[config.mk]
export PLATFORM = sky130hd
export DESIGN_NAME = instr_prefetch
export DESIGN_NICKNAME = d
export VERILOG_FILES = /design/src/rtl/fetch_pkg.sv /design/src/rtl/sync_fifo.sv /design/src/rtl/instr_prefetch.sv
export SDC_FILE = /design/constraint.sdc
export NUM_CORES = 1
export LEC_CHECK = 0
export CORE_ASPECT_RATIO = 1.2
export CORE_MARGIN = 1.5
export CORE_UTILIZATION = 55
export CTS_CLUSTER_DIAMETER = 100
export DETAILED_ROUTE_END_ITERATION = 16
export PLACE_DENSITY_LB_ADDON = 0.1
export SYNTH_ARGS = -nofsm -noshare
export SYNTH_HDL_FRONTEND = slang
export SYNTH_SLANG_ARGS = --single-unit
[constraint.sdc]
create_clock -name clk -period 3.42 [get_ports clk]
set_input_delay 0.855 -clock clk [delete_from_list [all_inputs] [get_ports clk]]
set_output_delay 0.855 -clock clk [all_outputs]
set_load 0.005 [all_outputs]
[src/rtl/fetch_pkg.sv]
// Shared fetch-path definitions: prefetch FSM encoding, instruction width and default reset PC.
package fetch_pkg;

    localparam int INST_WIDTH       = 32;
    localparam int DEFAULT_RESET_PC = 0;

    typedef enum logic [1:0] {
        IDLE = 2'd0,
        REQ  = 2'd1,
        FULL = 2'd2,
        DROP = 2'd3
    } fetch_state_e;

endpackage

[src/rtl/sync_fifo.sv]
// Single-clock FIFO with flush, occupancy count and a zeroed head when empty.
module sync_fifo #(
    parameter int WIDTH = 32,
    parameter int DEPTH = 4,
    localparam int PTR_W = $clog2(DEPTH),
    localparam int CNT_W = PTR_W + 1
) (
    input  logic             clk,
    input  logic             reset_n,
    input  logic             push,
    input  logic [WIDTH-1:0] wdata,
    input  logic             pop,
    input  logic             flush,
    output logic [WIDTH-1:0] rdata,
    output logic             full,
    output logic             empty,
    output logic [CNT_W-1:0] count
);

    logic [WIDTH-1:0] mem [DEPTH];
    logic [PTR_W-1:0] wr_ptr, rd_ptr;
    logic             do_push, do_pop;

    // A pop frees the slot this cycle, so push is allowed while full if popping.
    assign do_pop  = pop && !empty;
    assign do_push = push && (!full || do_pop);

    always_ff @(posedge clk or negedge reset_n) begin
        if (!reset_n) begin
            wr_ptr <= '0;
            rd_ptr <= '0;
            count  <= '0;
        end else if (flush) begin
            wr_ptr <= '0;
            rd_ptr <= '0;
            count  <= '0;
        end else begin
            if (do_push) wr_ptr <= wr_ptr + 1'b1;
            if (do_pop)  rd_ptr <= rd_ptr + 1'b1;
            count <= count + CNT_W'(do_push) - CNT_W'(do_pop);
        end
    end

    always_ff @(posedge clk) begin
        if (do_push && !flush) mem[wr_ptr] <= wdata;
    end

    assign full  = (count == CNT_W'(DEPTH));
    assign empty = (count == '0);
    assign rdata = empty ? '0 : mem[rd_ptr];

endmodule

[src/rtl/instr_prefetch.sv]
// Instruction prefetcher: one-outstanding-request fetch FSM feeding a decode FIFO.
// Optional perf counters enabled by defining INSTR_PREFETCH_PERF_EN.
module instr_prefetch
    import fetch_pkg::*;
#(
    parameter int MEM_DEPTH  = 8,
    parameter int DATA_WIDTH = INST_WIDTH,
    parameter int FIFO_DEPTH = 4,
    parameter int RESET_PC   = DEFAULT_RESET_PC,
    localparam int ADDR_WIDTH = (MEM_DEPTH > 1) ? $clog2(MEM_DEPTH) : 1
) (
    input  logic                  clk,
    input  logic                  reset_n,
    output logic                  mem_req_valid,
    output logic [ADDR_WIDTH-1:0] mem_addr,
    input  logic [DATA_WIDTH-1:0] mem_rdata,
    input  logic                  mem_data_valid,
    output logic                  inst_valid,
    input  logic                  inst_ready,
    output logic [DATA_WIDTH-1:0] inst_data,
    output logic [ADDR_WIDTH-1:0] inst_pc,
    input  logic                  redirect_valid,
    input  logic [ADDR_WIDTH-1:0] redirect_pc
`ifdef INSTR_PREFETCH_PERF_EN
    ,
    output logic [31:0]           perf_fetch_cnt,
    output logic [31:0]           perf_stall_cnt
`endif
);

    localparam int CNT_W = $clog2(FIFO_DEPTH) + 1;
    localparam logic [ADDR_WIDTH-1:0] PC_RST  = ADDR_WIDTH'(RESET_PC);
    localparam logic [ADDR_WIDTH-1:0] PC_LAST = ADDR_WIDTH'(MEM_DEPTH - 1);

    fetch_state_e          state, state_nxt;
    logic [ADDR_WIDTH-1:0] fetch_pc, drop_addr;
    logic                  push, pop;
    logic                  fifo_full, fifo_empty;
    logic [CNT_W-1:0]      fifo_count, occ_next;

    // Redirect flushes the FIFO, so a same-cycle pop must not count.
    assign pop      = inst_valid && inst_ready && !redirect_valid;
    assign occ_next = fifo_count + CNT_W'(push) - CNT_W'(pop);

    always_ff @(posedge clk or negedge reset_n) begin
        if (!reset_n) state <= IDLE;
        else          state <= state_nxt;
    end

    always_comb begin
        state_nxt = state;
        unique case (state)
            IDLE: state_nxt = REQ;
            REQ: begin
                if (redirect_valid)
                    state_nxt = mem_data_valid ? REQ : DROP;
                else if (mem_data_valid)
                    state_nxt = (occ_next == CNT_W'(FIFO_DEPTH)) ? FULL : REQ;
            end
            FULL: if (redirect_valid || !fifo_full || pop) state_nxt = REQ;
            DROP: if (mem_data_valid) state_nxt = REQ;
            default: state_nxt = IDLE;
        endcase
    end

    always_comb begin
        mem_req_valid = 1'b0;
        mem_addr      = fetch_pc;
        push          = 1'b0;
        case (state)
            REQ: begin
                mem_req_valid = 1'b1;
                push          = mem_data_valid && !redirect_valid;
            end
            DROP: begin
                mem_req_valid = 1'b1;
                mem_addr      = drop_addr;
            end
            default: ;
        endcase
    end

    // drop_addr keeps the abandoned request's address stable until its response lands.
    always_ff @(posedge clk or negedge reset_n) begin
        if (!reset_n) begin
            fetch_pc  <= PC_RST;
            drop_addr <= PC_RST;
        end else begin
            if (redirect_valid)
                fetch_pc <= redirect_pc;
            else if (push)
                fetch_pc <= (fetch_pc == PC_LAST) ? '0 : fetch_pc + 1'b1;
            if (state == REQ && redirect_valid && !mem_data_valid)
                drop_addr <= fetch_pc;
        end
    end

    sync_fifo #(
        .WIDTH (ADDR_WIDTH + DATA_WIDTH),
        .DEPTH (FIFO_DEPTH)
    ) u_fifo (
        .clk     (clk),
        .reset_n (reset_n),
        .push    (push),
        .wdata   ({fetch_pc, mem_rdata}),
        .pop     (pop),
        .flush   (redirect_valid),
        .rdata   ({inst_pc, inst_data}),
        .full    (fifo_full),
        .empty   (fifo_empty),
        .count   (fifo_count)
    );

    assign inst_valid = !fifo_empty;

`ifdef INSTR_PREFETCH_PERF_EN
    always_ff @(posedge clk or negedge reset_n) begin
        if (!reset_n) begin
            perf_fetch_cnt <= '0;
            perf_stall_cnt <= '0;
        end else begin
            if (push)          perf_fetch_cnt <= perf_fetch_cnt + 32'd1;
            if (state == FULL) perf_stall_cnt <= perf_stall_cnt + 32'd1;
        end
    end
`endif

endmodule

After elaboration in Yosys (flattened, before gate mapping). Memory sizes are Yosys's and may differ from the RTL's. Cells that the tools add are included.

RAM bits: 140. Input port bits: 40. Memories kept: 1. Output and inout port bits: 40. Word-level logic and storage cells: 66. Register bits after elaboration: 15.

Equal/unequal tests: 9. Reduce and logical (&&, ||, !) cells: 22. Multiplexer cells: 21. $add $sub $neg: 7.

Memory list: u_fifo.mem (depth 4, width 35, rd ports 1, clocked after Yosys merged registers in 0, write ports 1, line sync_fifo.sv:20) `logic [WIDTH-1:0] mem [DEPTH];`.

Operators with widths (number): two-way mux 35 bit (1); two-way mux 2 bit (10); two-way mux 3 bit (5); equality test 3 bit (second input constant) (3); logical AND 1 bit (8); case mux 2 bit (4 select lines) (1); adder 3 x 1 -> 3 bit (2); nonzero test 2 bit (3); subtractor 3 x 1 -> 3 bit (2); adder 2 x 1 -> 2 bit (second input constant) (2); equality test 2 bit (second input constant) (2); logical NOT 1 bit (4); two-way mux 1 bit (4); != test 2 bit (second input constant) (2); adder 3 x 1 -> 3 bit (second input constant) (1); logical NOT 3 bit (1); logical OR 1 bit (3); != test 3 bit (second input constant) (1); AND reduction 3 bit (1); equality test 2 x 1 -> 1 bit (second input constant) (1); logical NOT 2 bit (1); OR reduction 2 bit (1).

Logic depth before layout (Yosys ltp). Gate-level depths: netlist of run 1.

Depth after elaboration: 10. Depth in mapped cells: 9. Depth with buffers taken out: 8.

Cells and area by module. A second synthesis of run 1 with hierarchy kept.

Cell total of the unflattened synthesis: 318. Area total of the unflattened synthesis: 6312.3 um^2.

Modules (own cells, without submodules): sync_fifo (times used 1, cells each 269, area an instance 5753.0 um^2, seq. area each 4379.2 um^2); instr_prefetch (times used 1, cells each 49, area an instance 559.3 um^2, seq. area each 200.2 um^2).

Worst setup path before layout of run 1. No wires, ideal clock.

Path kind: input-to-reg. Start: in redirect_valid. End: reg state[1]. Data required time: 3.293 ns. Cell stages on the path: 9. Path buffers: 2. Path slack: 0.477 ns. Library setup time: 0.127 ns. Arrival time: 2.816 ns. Path through: buf_2 clkbuf_1 o21ai_0 nand2_1 ha_1 fa_1 xor3_4 nor4_1 o32a_2.

Word-level cells in the longest chain between the ends: 10. Elaborated cells between the ends (all ways): 16. Classes of those cells: add/sub: 2; eq/ne: 3; mux: 5; reduce/logical: 6.

Ends and longest elaborated chain: start: declaration (line instr_prefetch.sv:22) `input logic redirect_valid,`; logical NOT 1 bit (line instr_prefetch.sv:42, instr_prefetch.sv:73); logical AND 1 bit (line instr_prefetch.sv:73) `push = mem_data_valid && !redirect_valid;`; two-way mux 1 bit (line instr_prefetch.sv:70) `case (state)`; adder 3 x 1 -> 3 bit (line instr_prefetch.sv:43) `assign occ_next = fifo_count + CNT_W'(push) - CNT_W'(pop);`; subtractor 3 x 1 -> 3 bit (line instr_prefetch.sv:43); equality test 3 bit (line instr_prefetch.sv:58) `state_nxt = (occ_next == CNT_W'(FIFO_DEPTH)) ? FULL : REQ;`; two-way mux 2 bit (line instr_prefetch.sv:58); two-way mux 2 bit (line instr_prefetch.sv:57) `else if (mem_data_valid)`; two-way mux 2 bit (line instr_prefetch.sv:55) `if (redirect_valid)`; case mux 2 bit (4 select lines) (line instr_prefetch.sv:52) `unique case (state)`; end signal: assignment (line instr_prefetch.sv:47) `else state <= state_nxt;`; end: declaration (line instr_prefetch.sv:35) `fetch_state_e state, state_nxt;`.

Several ways; a longest one is shown, not always the timed one. The select of a mux whose other input is x is not followed. A chain may end at the register's enable or synchronous reset.

Worst setup path after layout of run 1.
Start: reg u_fifo.rd_ptr[0]. End: out inst_data[26].

Word-level cells in the longest chain between the ends: 2.

Ends and longest elaborated chain: start: declaration (line sync_fifo.sv:21) `logic [PTR_W-1:0] wr_ptr, rd_ptr;`; start signal: assignment (line sync_fifo.sv:39) `if (do_pop) rd_ptr <= rd_ptr + 1'b1;`; memory (4 x 35 bit); two-way mux 35 bit (line sync_fifo.sv:50) `assign rdata = empty ? '0 : mem[rd_ptr];`; end: declaration (line instr_prefetch.sv:20) `output logic [DATA_WIDTH-1:0] inst_data,`.

Every way passes these cells.

==> results.sh, run 1 <==
export IMPL_status="completed"
export IMPL_drt_wl_total_um=10800
export IMPL_start_util_pct=56.6
export IMPL_nets=456
export IMPL_yosys_warnings=0
export IMPL_final_common_cell="edfxtp_1"
export IMPL_synth_cell_types=37
export IMPL_drt_pass1_iterations=4
export IMPL_ys_seq_elements=155
export IMPL_post_cts_buffers=0
export IMPL_yosysSeqAreaShare_pct=73.0
export IMPL_rsz0062_at_grt="no"
export IMPL_postCtsHoldBufs=0
export IMPL_worst_pin_slew_ps=707
export IMPL_power_frac_clock_pct=32.4
export IMPL_gp_congestion=0.794
export IMPL_ios=80
export IMPL_cts_buffers=17
export IMPL_powerDensity_nw_per_um2=712
export IMPL_portBuffers=79
export IMPL_synth_ff_type="edfxtp_1"
export IMPL_overflow=0
export IMPL_num_vias=3141
export IMPL_seq_area_um2=4580
export IMPL_synth_top_family_by_area="multiplexers"
export IMPL_synthSimpleGateAreaFrac_pct=6.98
export IMPL_synth_compound_area_share_pct=1.34
export IMPL_syn_mean_instance_area_um2=20.1
export IMPL_tritoncts="built"
export IMPL_period_share_pct=90.9
export IMPL_synth_cells=312
export IMPL_hold_violations=0
export IMPL_drt_iter0_markers=86
export IMPL_fin_crit_ps=3110
export IMPL_ant_nets=0
export IMPL_grt_max_degree=37
export IMPL_combPwrFrac_pct=27.3
export IMPL_p_int_uw=4280
export IMPL_setup_tns_ps=0
export IMPL_fmax_mhz=322
export IMPL_drv_slew=0
export IMPL_clk_latency_ps=400
export IMPL_total_power_uw=5650
export IMPL_area_growth_syn_to_layout_pct=26.5
export IMPL_die_area_um2=12100
export IMPL_die_w_um=100
export IMPL_die_h_um=120
export IMPL_hold_worst_slack_ps=503
export IMPL_maxCapViolCount=0
export IMPL_grt_pass1_wl_um=17000
export IMPL_h_tree_depth=4
export IMPL_cts_root_buf="clkbuf_16"
export IMPL_core_um2=11100
export IMPL_synth_edf_count=140
export IMPL_yosys_area_share_adder_pct=2.23
export IMPL_synthXorXnorAreaFrac_pct=0.997
export IMPL_cts_resized_gates=0
export IMPL_path_clk_slew_ps=60
export IMPL_grt_antenna_before_repair=0
export IMPL_syn_nets=362
export IMPL_setup_viol=0
export IMPL_core_rowCount=42
export IMPL_crit_fanout=13
export IMPL_grt_usage_pct=19.6
export IMPL_start_kind="flop"
export IMPL_fin_skew_ps=6.43
export IMPL_cp_arrival_ps=2250
export IMPL_cts_max_path_buffers=2
export IMPL_final_cell_mix="140 x edfxtp_1, 79 x clkdlybuf4s50_1, 35 x mux4_2"
export IMPL_cts_num_sinks=155
export IMPL_end_kind="primary output"
export IMPL_wl_per_cell_um=18.9
export IMPL_dp_hpwl_um=6420
export IMPL_p_leak_uw=0.00268
export IMPL_power_share_sequential_pct=40.3
export IMPL_syn_area_um2=6270
export IMPL_cp_required_ps=2560
export IMPL_routed_via_density=5.48
export IMPL_fillCellCount=683
export IMPL_synthArstFlopShare_pct=9.68
export IMPL_drive_gt1_share_pct=22.0
export IMPL_peakVddDrop_mv=0.567
export IMPL_grt_pass1_vias=3378
export IMPL_relSlewSlack_pct=52.7
export IMPL_postLayoutCoreUtil_pct=71.6
export IMPL_p_switching_uw=1370
export IMPL_synthMuxAreaShare_pct=13.6
export IMPL_multi_input_area_um2=1590
export IMPL_drc=0
export IMPL_worst_setup_path_type="reg2out"
export IMPL_hold_class="reg2reg"
export IMPL_power_share_switching_pct=24.2
export IMPL_antennaDiodeCount=0
per-stage QoR:
step	instance area [µm²]	std cells	worst slack (ps)
6_report	7940	573	313
5_1_grt	7940	573	225
4_1_cts	7940	573	267
3_5_place_dp	7350	541	45.5
3_3_place_gp	7350	541	133
2_1_floorplan	6270	312	477
cells in the mapped netlist, types with 4 or more instances:
cell type  count  share of area, %
and2b_1        9               1.1
nor2_1         5              0.30
edfxtp_1     140                67
mux4_2        35                13
inv_1          7              0.42
clkbuf_1       7              0.42
ha_1           8               1.6
nand2_1        4              0.24
mux2_2         6               1.1
nor3b_1        4              0.48
nor2b_1       28               2.8
and3_2         4              0.48
dfrtp_1       15               6.0
buf_2          7              0.56
metal layers:
metal  global-route usage, %  up-vias  wire length [µm]
li1                        -     1425                 -
met1                    23.8     1639              4290
met2                    33.4       70              5910
met3                    5.94        7               493
met4                    6.43        0               113
met5                       0        -                 0
critical path: stages (launching register included):
cell and delay, ps:
dfrtp_2 390, buf_4 280, mux4_2 550, and2b_1 170, clkdlybuf4s50_1 450
state kept, by name (all words and copies together), names as in the netlist:
register	flops
u_fifo.rd_ptr	2
fetch_pc	3
state	2
u_fifo.count	3
u_fifo.wr_ptr	2
drop_addr	3
u_fifo.mem	140
final timing paths:
path                                  start               end  slack (ps)  depth (start not counted)
setup reg to reg            u_fifo.count[1]          state[0]         590                          8
min in group asynchronous           reset_n       fetch_pc[1]         880                          1
setup / recovery           u_fifo.rd_ptr[0]     inst_data[26]         310                          4
hold reg to reg                drop_addr[2]      drop_addr[2]         500                          1
max in group asynchronous           reset_n  u_fifo.rd_ptr[1]        2050                          1
hold / removal                 drop_addr[2]      drop_addr[2]         500                          1
area by class of cell:
| cell class | instances | share of cell area (%) |
|---|---|---|
| repair buffers | 92 | 12.1 |
| multi-input cells | 133 | 20.0 |
| well taps | 154 | 2.43 |
| clock buffers | 20 | 5.50 |
| flip-flops and latches | 155 | 57.7 |
| inverters | 7 | 0.331 |
| clock inverters | 12 | 1.88 |
cell families (layout without fill, tap and decap cells):
kind of cell | after synthesis | after routing
DFF | 155 | 155
buffers and inverters | 24 | 131
muxes | 41 | 41
and+or+nand+nor | 66 | 66
AOI/OAI and AO/OA | 11 | 11
adders and majority gates | 10 | 10
xor gates and xnor gates | 5 | 5
power groups by stage:
| stage | registers, µW | clock network (µW) | logic (µW) |
|---|---|---|---|
| 6_report | 2280 | 1830 | 1540 |
| 5_1_grt | 2290 | 1950 | 1670 |
| 4_1_cts | 2280 | 1870 | 1580 |
| 3_5_place_dp | 2320 | 0 | 1570 |
| 3_3_place_gp | 2310 | 0 | 1550 |
| 2_1_floorplan | 2280 | 0 | 868 |
Power figures use the tool's default switching activity.
==> inputs of run 2 (changes only) <==
- SETUP_SLACK_MARGIN: not set -> 0.15
==> results of run 2 <==
The final DEF is identical to that of run 1; final timing and power are the same.
==> inputs of run 3 (changes only) <==
- SLEW_MARGIN: not set -> 10
- SYNTH_HIERARCHICAL: not set -> 1
==> run 3 against run 2 <==
  * Synthesized cell count is 1.9% higher
  * Sequential power is 3% lower
  * Routed wire length is 2.4% higher
  * Register-to-register slack better by 190 ps
  * Core utilization is 0.39 points higher
  * Hold slack better by 1.7 ps
  * Power is 19% lower
  * Final cell count is 1.7% higher
  * Via count is 0.89% higher
  * Area after synthesis is 0.62% higher
  * Flip-flop and latch count stayed put
  * Clock power is 3% lower
  * Critical endpoint is now inst_data[29]
  * Largest cell class unchanged
  * Highest routed layer unchanged
==> results.sh, run 3 <==
export IMPL_dp_hpwl_um=6770
export IMPL_hp_start="drop_addr[1]"
export IMPL_setup_viol=0
export IMPL_tritoncts="built"
export IMPL_fin_skew_ps=9.13
export IMPL_yosys_top_cells_area="edfxtp_1 67%, mux4_2 12%, dfrtp_1 5.9%"
export IMPL_cp_arrival_ps=2280
export IMPL_synth_top_cell_area_share_pct=66.6
export IMPL_die_h_um=120
export IMPL_area_growth_syn_to_layout_pct=26.4
export IMPL_worst_setup_path_type="reg2out"
export IMPL_overflow=0
export IMPL_drt_pass1_iterations=5
export IMPL_drt_iter0_markers=204
export IMPL_hold_violations=0
export IMPL_cts_root_buf="clkbuf_16"
export IMPL_cts_num_sinks=155
export IMPL_cts_buffers=17
export IMPL_synth_common_cells="140 x edfxtp_1, 37 x nor2b_1, 35 x mux4_2, 15 x dfrtp_1, 11 x mux2_2"
export IMPL_drt_wl_total_um=11100
export IMPL_regMostFlops="u_fifo/mem"
export IMPL_period_share_pct=91.7
export IMPL_num_vias=3169
export IMPL_start_kind="flop"
export IMPL_crit_buf_inv=2
export IMPL_routed_via_density=5.44
export IMPL_synth_edf_count=140
export IMPL_min_path_cells=1
export IMPL_relSlewSlack_pct=51.8
export IMPL_largest_reg_flops=140
export IMPL_status="completed"
export IMPL_syn_area_um2=6310
export IMPL_crit_start="u_fifo/rd_ptr[0]"
export IMPL_crit_fanout=15
export IMPL_grt_max_degree=39
export IMPL_fin_crit_ps=3130
export IMPL_antennaDiodeCount=0
export IMPL_die_area_um2=12100
export IMPL_synth_ff_type="edfxtp_1"
export IMPL_grt_antenna_before_repair=0
export IMPL_crit_slowest_cell="mux4_2"
export IMPL_nets=467
export IMPL_path_clk_slew_ps=60
export IMPL_clk_latency_ps=410
export IMPL_critical_path_top_delay_family="buffers and inverters"
export IMPL_wl_per_cell_um=19.0
export IMPL_yosys_warnings=6
export IMPL_portBuffers=79
export IMPL_maxCapViolCount=0
export IMPL_stdcell_area_um2=7980
export IMPL_synth_most_common_cell="edfxtp_1"
export IMPL_h_tree_depth=4
export IMPL_gp_congestion=0.834
export IMPL_timing_rr_start="u_fifo/count[1]"
export IMPL_worstSetupPathDepth=4
export IMPL_hold_class="reg2reg"
export IMPL_ios=80
export IMPL_rsz0062_at_grt="no"
export IMPL_powerDensity_nw_per_um2=576
export IMPL_final_common_cell="edfxtp_1"
export IMPL_syn_mean_instance_area_um2=19.9
export IMPL_postLayoutCoreUtil_pct=72.0
export IMPL_grt_pass1_vias=3428
export IMPL_worst_pin_slew_ps=720
export IMPL_die_w_um=101
export IMPL_drc=0
export IMPL_slowest_delay_ps=550
export IMPL_reg2reg_depth=12
export IMPL_synth_cell_types=35
export IMPL_ys_seq_elements=155
export IMPL_synthArstFlopShare_pct=9.68
export IMPL_cp_required_ps=2560
export IMPL_total_power_uw=4590
export IMPL_placed_area_um2=7410
export IMPL_crit_end="inst_data[29]"
export IMPL_fmax_mhz=319
export IMPL_ant_nets=0
export IMPL_timing_rr_end="u_fifo/count[2]"
export IMPL_final_cell_mix="140 x edfxtp_1, 79 x clkdlybuf4s50_1, 37 x nor2b_1"
export IMPL_drv_slew=0
export IMPL_drive_gt1_share_pct=23.1
export IMPL_syn_nets=369
export IMPL_synth_top_area_cell="edfxtp_1"
export IMPL_reg2reg_slack_ps=780
export IMPL_core_um2=11100
export IMPL_core_rowCount=42
export IMPL_grt_pass1_wl_um=17700
export IMPL_end_kind="primary output"
export IMPL_yosysSeqAreaShare_pct=72.5
export IMPL_grt_usage_pct=20.3
export IMPL_p_leak_uw=0.00268
export IMPL_cts_max_path_buffers=2
export IMPL_crit_path_cell_trace="buf_4 -> mux4_2 -> nor2b_1 -> clkdlybuf4s50_1"
export IMPL_start_util_pct=56.9
export IMPL_post_cts_buffers=0
export IMPL_synth_cells=318
export IMPL_peakVddDrop_mv=0.351
[run 3: changes by cell type after synthesis, sizes merged, moves of 4 or more]
cell / previous run / this run
nor2b: 28 / 37
clkbuf: 7 / 3
and3: 4 / 0
inv: 7 / 11
mux2: 6 / 12
and2b: 9 / 0
[run 3: kinds of logic (layout without fill, tap and decap cells)]
family	Yosys count	count (layout)	synth area share, %
simple gates	66	66	6.48
buf+inv	26	137	2.10
compound gates	9	9	0.971
mux	48	48	14.8
fa+ha+maj	11	11	2.42
flops	155	155	72.5
xor+xnor	3	3	0.634
[run 3: through the flow]
| stage | setup TNS (ps) | hold WS (ps) | setup WS, ps | instances |
|---|---|---|---|---|
| after floorplan | -26940 | 477 | -200 | 318 |
| after global placement | 0 | 489 | 134 | 551 |
| after detailed placement | 0 | 496 | 28.6 | 551 |
| after CTS | 0 | 509 | 244 | 583 |
| after global routing | 0 | 515 | 172 | 583 |
| final | 0 | 505 | 285 | 583 |
[run 3: repair_timing]
item,CTS,global route
setup endpoints to repair,35,0
hold buffers,0,0
gates resized for setup,2,0
[run 3: worst min-delay path by stage]
stage | slack, ps | to
after floorplan | 480 | drop_addr[0]
final | 510 | drop_addr[1]
after global routing | 520 | drop_addr[0]
after detailed placement | 500 | drop_addr[1]
after CTS | 510 | drop_addr[1]
after global placement | 490 | drop_addr[0]
[run 3: worst reg2reg max path, stage by stage (launching register included)]
cell and delay [ps]:
dfrtp_1 510, nor3_2 110, nand2b_1 170, nor2_1 270, o31ai_1 190, nor2_1 210, a21o_2 120, ha_1 120
inv_1 40, fa_1 370, xor2_1 160, and2_1 170, nor3_1 130
[run 3: power breakdown]
| group | total [µW] | internal [µW] | leakage (µW) | switching [µW] |
|---|---|---|---|---|
| clock network | 1770 | 1100 | 0.000282 | 670 |
| registers | 2210 | 2150 | 0.00145 | 58.2 |
| logic | 607 | 360 | 0.000947 | 246 |
[run 3: final cells by class]
type | instances | area [µm²]
sequential | 155 | 4580
fill | 720 | 3110
multi-input combinational | 137 | 1650
timing repair buffer | 94 | 945
clock buffer | 23 | 468
tap | 154 | 193
clock inverter | 9 | 97.6
inverter | 11 | 41.3
[run 3: per-layer routing]
metal | vias to the layer above | GRT usage, % | routed length (µm)
met2 | 76 | 34.0 | 6010
met3 | 13 | 5.43 | 516
met4 | 0 | 8.63 | 161
met1 | 1641 | 25.0 | 4380
li1 | 1439 | - | -
met5 | - | 0 | 0
